--- src/rtl/uart_rx_deframer.sv ---
// Oversampling UART receiver: 8N1 by default, 8E1 when UART_RX_PARITY_EN is defined.
// Bytes are held on a valid/ack register; framing, overrun and parity errors are 1-clock pulses.
module uart_rx_deframer #(
    parameter int unsigned CLOCK_SPEED = 27000000,
    parameter int unsigned BAUD_RATE   = 115200,
    parameter int unsigned OVERSAMPLE  = 16
) (
    input  logic       clock,
    input  logic       reset,
    input  logic       uart_rx,
    output logic [7:0] dataOut,
    output logic       rxValid,
    input  logic       rxAck,
    output logic       frameError,
    output logic       overrun,
    output logic       parityError
);
    localparam int unsigned Div     = CLOCK_SPEED / (BAUD_RATE * OVERSAMPLE);
    localparam int unsigned SampleW = $clog2(OVERSAMPLE);
    localparam logic [SampleW-1:0] HalfLast = SampleW'(OVERSAMPLE / 2 - 1);
    localparam logic [SampleW-1:0] BitLast  = SampleW'(OVERSAMPLE - 1);
    localparam logic [31:0]        TickLast = 32'(Div - 1);

`ifdef UART_RX_PARITY_EN
    typedef enum logic [2:0] {StIdle, StStart, StData, StParity, StStop, StBreak} state_e;
`else
    typedef enum logic [2:0] {StIdle, StStart, StData, StStop, StBreak} state_e;
`endif

    state_e             r_state;
    logic               r_sync1, r_sync2, r_rx_prev;
    logic [31:0]        r_tick_cnt;
    logic [SampleW-1:0] r_sample_cnt;
    logic [2:0]         r_bit_cnt;
    logic [7:0]         r_shift;
    logic [7:0]         r_data;
    logic               r_valid;
    logic               r_frame_err;
    logic               r_overrun;
`ifdef UART_RX_PARITY_EN
    logic               r_par_bad;
    logic               r_parity_err;
`endif

    logic w_rxs;
    logic w_tick;
    logic w_bit_end;

    assign w_rxs     = r_sync2;
    assign w_tick    = (r_tick_cnt == TickLast);
    assign w_bit_end = w_tick && (r_sample_cnt == BitLast);

    always_ff @(posedge clock or posedge reset) begin
        if (reset) begin
            r_sync1   <= 1'b1;
            r_sync2   <= 1'b1;
            r_rx_prev <= 1'b1;
        end else begin
            r_sync1   <= uart_rx;
            r_sync2   <= r_sync1;
            r_rx_prev <= r_sync2;
        end
    end

    always_ff @(posedge clock or posedge reset) begin
        if (reset) begin
            r_state      <= StIdle;
            r_tick_cnt   <= '0;
            r_sample_cnt <= '0;
            r_bit_cnt    <= '0;
            r_shift      <= '0;
            r_data       <= '0;
            r_valid      <= 1'b0;
            r_frame_err  <= 1'b0;
            r_overrun    <= 1'b0;
`ifdef UART_RX_PARITY_EN
            r_par_bad    <= 1'b0;
            r_parity_err <= 1'b0;
`endif
        end else begin
            r_frame_err <= 1'b0;
            r_overrun   <= 1'b0;
`ifdef UART_RX_PARITY_EN
            r_parity_err <= 1'b0;
`endif
            r_tick_cnt <= w_tick ? '0 : r_tick_cnt + 32'd1;
            if (rxAck) begin
                r_valid <= 1'b0;
            end
            if (r_state != StIdle && r_state != StBreak && w_tick) begin
                r_sample_cnt <= r_sample_cnt + SampleW'(1);
            end

            case (r_state)
                StIdle: begin
                    // Restart the tick divider so samples land on bit centres.
                    if (r_rx_prev && !w_rxs) begin
                        r_state      <= StStart;
                        r_tick_cnt   <= '0;
                        r_sample_cnt <= '0;
                    end
                end
                StStart: begin
                    if (w_tick && r_sample_cnt == HalfLast) begin
                        r_sample_cnt <= '0;
                        r_bit_cnt    <= '0;
                        r_state      <= w_rxs ? StIdle : StData;
                    end
                end
                StData: begin
                    if (w_bit_end) begin
                        r_sample_cnt        <= '0;
                        r_shift[r_bit_cnt]  <= w_rxs;
                        r_bit_cnt           <= r_bit_cnt + 3'd1;
                        if (r_bit_cnt == 3'd7) begin
`ifdef UART_RX_PARITY_EN
                            r_state <= StParity;
`else
                            r_state <= StStop;
`endif
                        end
                    end
                end
`ifdef UART_RX_PARITY_EN
                StParity: begin
                    if (w_bit_end) begin
                        r_sample_cnt <= '0;
                        r_par_bad    <= (w_rxs != ^r_shift);
                        r_state      <= StStop;
                    end
                end
`endif
                StStop: begin
                    if (w_bit_end) begin
                        r_sample_cnt <= '0;
                        if (!w_rxs) begin
                            r_frame_err <= 1'b1;
                            r_state     <= StBreak;
`ifdef UART_RX_PARITY_EN
                        end else if (r_par_bad) begin
                            r_parity_err <= 1'b1;
                            r_state      <= StIdle;
`endif
                        end else begin
                            // A same-clock ack frees the holder, so no overrun then.
                            r_data    <= r_shift;
                            r_valid   <= 1'b1;
                            r_overrun <= r_valid && !rxAck;
                            r_state   <= StIdle;
                        end
                    end
                end
                StBreak: begin
                    if (w_rxs) begin
                        r_state <= StIdle;
                    end
                end
                default: r_state <= StIdle;
            endcase
        end
    end

    assign dataOut    = r_data;
    assign rxValid    = r_valid;
    assign frameError = r_frame_err;
    assign overrun    = r_overrun;
`ifdef UART_RX_PARITY_EN
    assign parityError = r_parity_err;
`else
    assign parityError = 1'b0;
`endif

endmodule

--- config.mk ---
export PLATFORM = sky130hd
export DESIGN_NAME = uart_rx_deframer
export DESIGN_NICKNAME = d
export VERILOG_FILES = /design/src/rtl/uart_rx_deframer.sv
export SDC_FILE = /design/constraint.sdc
export NUM_CORES = 1
export LEC_CHECK = 0
export ABC_AREA = 1
export CORE_UTILIZATION = 50
export DETAILED_ROUTE_END_ITERATION = 8
export PLACE_DENSITY = 0.68
export SYNTH_ARGS = -nofsm -noshare
export SYNTH_HDL_FRONTEND = slang
export SYNTH_SLANG_ARGS = --single-unit
--- constraint.sdc ---
create_clock -name clock -period 5 [get_ports clock]
set_input_delay 1.25 -clock clock [delete_from_list [all_inputs] [get_ports clock]]
set_output_delay 1.25 -clock clock [all_outputs]
set_load 0.005 [all_outputs]
==> results of run 1 <==
==> metal layers <==
layer  wire (um)  global-route usage (%)
met1        3750                    31.5
met2        3260                    33.8
met3         283                    4.76
met4          82                    8.03
met5           0                       0
==> logic make-up (layout without fill, tap and decap cells) <==
family	after synthesis	in the layout	synth area share [%]
AND/OR/NAND/NOR	264	264	34.2
buffers and inverters	80	106	8.87
flip-flops	64	64	44.8
AO/OA/AOI/OAI	61	61	9.28
adder cells (fa/ha/maj)	5	5	1.75
XOR/XNOR	4	4	0.977
other	1	1	0.105
==> synth_stat cells, drive strengths merged <==
cell,n,share of area (%)
buf,5,1.0
nor2,91,11
nand3,32,5.2
a21oi,17,2.5
a211oi,2,0.42
or2,2,0.35
o2111a,1,0.31
a31oi,2,0.35
nor3b,2,0.42
conb,1,0.10
nand2,101,11
xor2,4,0.98
inv,75,7.9
o21a,1,0.21
dfrtp,61,43
nor4,1,0.17
nand4,10,1.9
o22ai,1,0.35
nor3,25,3.8
o21ai,37,5.2
dfstp,3,2.2
ha,5,1.7
==> cell type report <==
| cell class | instances | share of cell area [%] |
|---|---|---|
| Multi-Input combinational cell | 335 | 40.8 |
| Sequential cell | 64 | 39.5 |
| Inverter | 75 | 6.92 |
| Timing Repair Buffer | 15 | 3.63 |
| Clock inverter | 7 | 3.14 |
| Clock buffer | 9 | 3.05 |
| Tap cell | 96 | 2.95 |
==> metrics by stage <==
stage	cells	power (mW)	util [%]	hold WS, ps	worst slack (ps)
final	601	1.48	59.2	359	2540
after CTS	601	1.50	59.2	361	2510
after detailed placement	585	0.933	55.6	349	2270
after floorplan	479	0.866	-	345	2160
after global routing	601	1.57	59.2	367	2470
after global placement	585	0.924	55.6	346	2280
==> state kept, by name, indices dropped and copies added, names as in the netlist <==
register and cells:
r_tick_cnt 32, dataOut 8, r_shift 8, r_sample_cnt 4, r_bit_cnt 3, r_state 3
frameError 1, overrun 1, r_rx_prev 1, r_sync1 1, r_sync2 1, rxValid 1
==> cells in the final DEF, fill, tap and decap left out, types with 7 or more instances in the layout <==
master,n
nand2_1,97
nor2_1,80
inv_1,70
dfrtp_1,61
o21ai_0,30
nand3_1,28
nor3_1,23
a21oi_1,16
clkdlybuf4s50_1,14
nand4_1,9
clkbuf_8,9
o21ai_1,7
==> final timing paths <==
check	start	to	cells after the start	slack, ps
max	dataOut[6]$_DFFE_PP0P_	dataOut[6]	1	2540
min in group asynchronous	reset	r_tick_cnt[25]$_DFF_PP0_	2	1410
max reg2reg	r_tick_cnt[0]$_DFF_PP0_	r_tick_cnt[17]$_DFF_PP0_	8	2920
min reg2reg	r_sync1$_DFF_PP1_	r_sync2$_DFF_PP1_	0	360
min	r_sync1$_DFF_PP1_	r_sync2$_DFF_PP1_	0	360
max in group asynchronous	reset	r_sync2$_DFF_PP1_	3	2710
==> report_power, final <==
group | switching [mW] | total [mW] | internal [mW] | leakage (nW)
registers | 0.0479 | 0.607 | 0.559 | 0.872
logic | 0.216 | 0.317 | 0.101 | 0.979
clock network | 0.221 | 0.559 | 0.338 | 0.126
==> run_results.csv, run 1 <==
group,metric,value,unit
logic_synthesis,netlist_instances,479,
sta,finClkSkew,9.36,ps
global_routing,grt-ovfl-total,0,
sta,finalCritPeriodShare,49.3,%
logic_synthesis,avgSynthCellArea,7.48,um^2
sta,finalSetupViolCount,0,
placed_design,hpwlAfterDp,5.40,mm
cts,cts.htree.levels,3,
routing,drc,0,
power,p_leak,1.98,nW
routing,ant_nets,0,
sta,setup_tns,0,ps
layout,fin_nets,509,
floorplanning,start_util,52.2,%
power,vdd_drop_max,0.276,mV
logic_synthesis,ys_ff_latch,64,
cts,post_cts_buffers,0,
layout,syn_to_final_growth,13.5,%
logic_synthesis,synth_nets,488,
layout,antenna_cells,0,
setup_path,worst_ep_required_time,3750,ps
logic_synthesis,synth_cell_types,36,
layout,multi_input_area,0.00166,mm^2
setup_path,crit_path_start_kind,"flip-flop",
run_status,status,"finished, final reports clean",
run,cap_violations,0,
layout,fillers,677,
routing,post_drt_wl_per_cell,12.3,um
setup_path,endpoint_kind,"output port",
cts,clockRootBuffer,"clkbuf_8",
logic_synthesis,yosysSeqAreaShare,44.8,%
cts,clkTransAtPathRegs,70,ps
sta,hold_violations,0,
global_routing,antenna_found_initial,0,
floorplanning,rows,30,
setup_path,worst_ep_arrival_time,1210,ps
routing,dr.first_iter.drc_count,210,
setup_path,crit_buf_inv,1,
cts,cts_resized,0,
sta,fmax,0.406,GHz
global_routing,grt_pass1_vias,2817,
setup_path,critPathMaxFanout,2,
cts,cts_buffer_depth,2,
floorplanning,die_area,0.00751,mm^2
setup_path,max_stage_delay,510,ps
cts,worstSkewPairLatency,350,ps
routing,finalWirelength,7.37,mm
logic_synthesis,yosys_warnings,0,
sta,slew_headroom,40.7,%
routing,viasPerCell,5.01,
cts,cts_buffers,9,
layout,drive_above_1_share,10.1,%
routing,firstDrtPassIters,5,
setup_path,cp_slowest_cell,"clkdlybuf4s50_1",
placed_design,portBuffers,14,
hold_path,hold_path_class,"flip-flop to flip-flop",
layout,seqCellArea,0.00161,mm^2
global_routing,grt_first_pass_wirelength,12.9,mm
setup_path,crit_chain,"clkdlybuf4s50_1",
global_routing,grt_max_degree,44,
global_routing,track_usage,22.3,%
setup_path,cp_top_family,"buffers and inverters",
logic_synthesis,netlist_area,0.00358,mm^2
cts,clock-sinks,64,
cts,tritoncts,"yes",
placed_design,dpl_cell_area,0.00382,mm^2
power,p_per_area,365,mW/mm^2
floorplanning,pin_count,16,
sta,period_needed,2460,ps
setup_path,worstSetupPathType,"flip-flop to output port",
cts,holdBufCountCts,0,
placed_design,globalplace.congestion,0.848,
layout,fin_area,0.00407,mm^2
floorplanning,die_x,86.7,um
sta,finalMaxSlewViolations,0,
sta,worstMarginPinSlew,889,ps
sta,rsz0062_at_grt,"false",
floorplanning,fp.dieH,86.7,um
routing,vias,3011,
floorplanning,coreArea,0.00687,mm^2
No activity file was read; power rests on OpenSTA's default activity.
==> inputs of run 2 (changes only) <==
--- a/config.mk
+++ b/config.mk
@@ -8,7 +8,7 @@
 export ABC_AREA = 1
 export CORE_UTILIZATION = 50
 export DETAILED_ROUTE_END_ITERATION = 8
-export PLACE_DENSITY = 0.68
+export PLACE_DENSITY = 0.7
 export SYNTH_ARGS = -nofsm -noshare
 export SYNTH_HDL_FRONTEND = slang
 export SYNTH_SLANG_ARGS = --single-unit
==> constraint.sdc (replaced) <==
create_clock -name clock -period 2.1 [get_ports clock]
set_input_delay 0.525 -clock clock [delete_from_list [all_inputs] [get_ports clock]]
set_output_delay 0.525 -clock clock [all_outputs]
set_load 0.005 [all_outputs]
==> run_results.csv, run 2 (synthesis results as in run 1) <==
group,metric,value,unit
power,vdd_drop_max,0.605,mV
sta,finClkSkew,11.8,ps
setup_path,worst_ep_arrival_time,2150,ps
sta,period_needed,1880,ps
routing,dr.first_iter.drc_count,195,
setup_path,crit_path_start_kind,"flip-flop",
routing,drc,0,
floorplanning,die_area,0.00751,mm^2
setup_path,max_stage_delay,430,ps
floorplanning,fp.dieH,86.7,um
cts,clockRootBuffer,"clkbuf_8",
power,seq_power_share,41.7,%
layout,antenna_cells,0,
placed_design,globalplace.congestion,0.858,
sta,rsz0062_at_grt,"false",
cts,worstSkewPairLatency,350,ps
cts,tritoncts,"yes",
sta,finalSetupViolCount,0,
sta,fmax,0.532,GHz
placed_design,hpwlAfterDp,5.57,mm
global_routing,track_usage,22.6,%
floorplanning,coreArea,0.00687,mm^2
routing,finalWirelength,7.57,mm
power,intPower,2.28,mW
global_routing,antenna_found_initial,0,
floorplanning,start_util,52.2,%
global_routing,grt_max_degree,24,
setup_path,crit_chain,"ha_1, nand3_1, nor2_1, nand2_1, nor2_4, a21oi_4, o21ai_0, a21oi_1",
sta,hold_violations,0,
cts,cts_buffers,9,
routing,post_drt_wl_per_cell,12.5,um
layout,multi_input_area,0.00168,mm^2
cts,clkTransAtPathRegs,80,ps
sta,setup_tns,0,ps
sta,finalMaxSlewViolations,0,
run_status,status,"finished, final reports clean",
global_routing,grt-ovfl-total,0,
layout,mostFrequentLayoutCells,"nand2_1 (97), nor2_1 (78), inv_1 (70), dfrtp_1 (61), o21ai_0 (30)",
layout,fillers,621,
routing,firstDrtPassIters,5,
layout,largest-register,"r_tick_cnt",
layout,layout_commonest_cell,"nand2_1",
global_routing,grt_first_pass_wirelength,13.1,mm
placed_design,place_ws,65.0,ps
setup_path,critPathMaxFanout,16,
cts,cts_buffer_depth,2,
cts,cts.htree.levels,3,
layout,seqCellArea,0.00161,mm^2
power,p_leak,2.00,nW
power,p_switching,1.18,mW
routing,ant_nets,0,
routing,vias,3061,
cts,clock-sinks,64,
setup_path,worstSetupPathType,"flip-flop to flip-flop",
layout,drive_above_1_share,11.6,%
power,p_comb_share,23.1,%
routing,viasPerCell,5.05,
layout,largest_reg_flops,32,
layout,syn_to_final_growth,15.0,%
sta,setup_ws,220,ps
power,clkPwrFrac,35.1,%
layout,fin_nets,514,
hold_path,hold_path_class,"flip-flop to flip-flop",
setup_path,endpoint_kind,"flip-flop",
global_routing,grt_pass1_vias,2811,
floorplanning,rows,30,
setup_path,worst_ep_required_time,2360,ps
power,p_sw_share,34.1,%
setup_path,cp_slowest_cell,"dfrtp_1",
placed_design,portBuffers,14,
sta,finalCritPeriodShare,89.5,%
floorplanning,die_x,86.7,um
floorplanning,pin_count,16,
cts,holdBufCountCts,0,
run,cap_violations,0,
power,p_per_area,839,mW/mm^2
==> run 2: cell type report <==
| type | count | area share [%] |
|---|---|---|
| Tap cell | 96 | 2.91 |
| Sequential cell | 64 | 38.9 |
| Multi-Input combinational cell | 335 | 40.7 |
| Clock buffer | 9 | 3.00 |
| Clock inverter | 7 | 2.43 |
| Timing Repair Buffer | 20 | 5.10 |
| Inverter | 75 | 6.92 |
==> run 2: path summary, 6_finish.rpt <==
check                      cells past startpoint                       end               startpoint  slack, ps
hold reg to reg                                0         r_sync2$_DFF_PP1_        r_sync1$_DFF_PP1_        360
hold / removal                                 0         r_sync2$_DFF_PP1_        r_sync1$_DFF_PP1_        360
setup / recovery                               8  r_tick_cnt[10]$_DFF_PP0_  r_tick_cnt[0]$_DFF_PP0_        220
setup reg to reg                               8  r_tick_cnt[10]$_DFF_PP0_  r_tick_cnt[0]$_DFF_PP0_        220
min in group asynchronous                      2    r_shift[5]$_DFFE_PP0P_                    reset        510
max in group asynchronous                      3         r_sync2$_DFF_PP1_                    reset       1030
==> run 2: worst max-delay path, delay by kind of cell (launching register included) <==
family | cells | cell delay (ps)
AO/OA/AOI/OAI | 3 | 720
flip-flops | 1 | 430
AND/OR/NAND/NOR | 4 | 390
adder cells (fa/ha/maj) | 1 | 250
==> run 2: timing repair <==
item / 4_1_cts / 5_1_grt
buffers inserted: 0 / 0
endpoints found under the hold margin: 0 / 0
resized for setup: 0 / 4
endpoints found under the setup margin: 0 / 21
==> run 2: power by group through the flow <==
stage	Combinational [mW]	Clock, mW	Sequential [mW]
6_report	0.800	1.21	1.44
5_1_grt	0.928	1.28	1.46
4_1_cts	0.791	1.23	1.44
3_5_place_dp	0.783	0	1.46
3_3_place_gp	0.768	0	1.46
2_1_floorplan	0.627	0	1.44
==> run 2: metrics by stage <==
stage	power, mW	instances	utilization [%]	hold WS (ps)	instance area [um^2]
6_report	3.46	606	60.0	357	4120
5_1_grt	3.67	606	60.0	365	4120
4_1_cts	3.47	606	59.8	359	4110
3_5_place_dp	2.25	590	56.5	348	3880
3_3_place_gp	2.23	590	56.5	346	3880
2_1_floorplan	2.06	479	-	345	3590
==> run 2: routing by layer <==
layer | share of wire [%] | global-route usage, % | vias up
li1 | - | - | 1579
met1 | 51 | 33.2 | 1406
met2 | 44 | 33.6 | 67
met3 | 3.9 | 3.71 | 9
met4 | 1.5 | 8.64 | 0
met5 | 0 | 0 | -
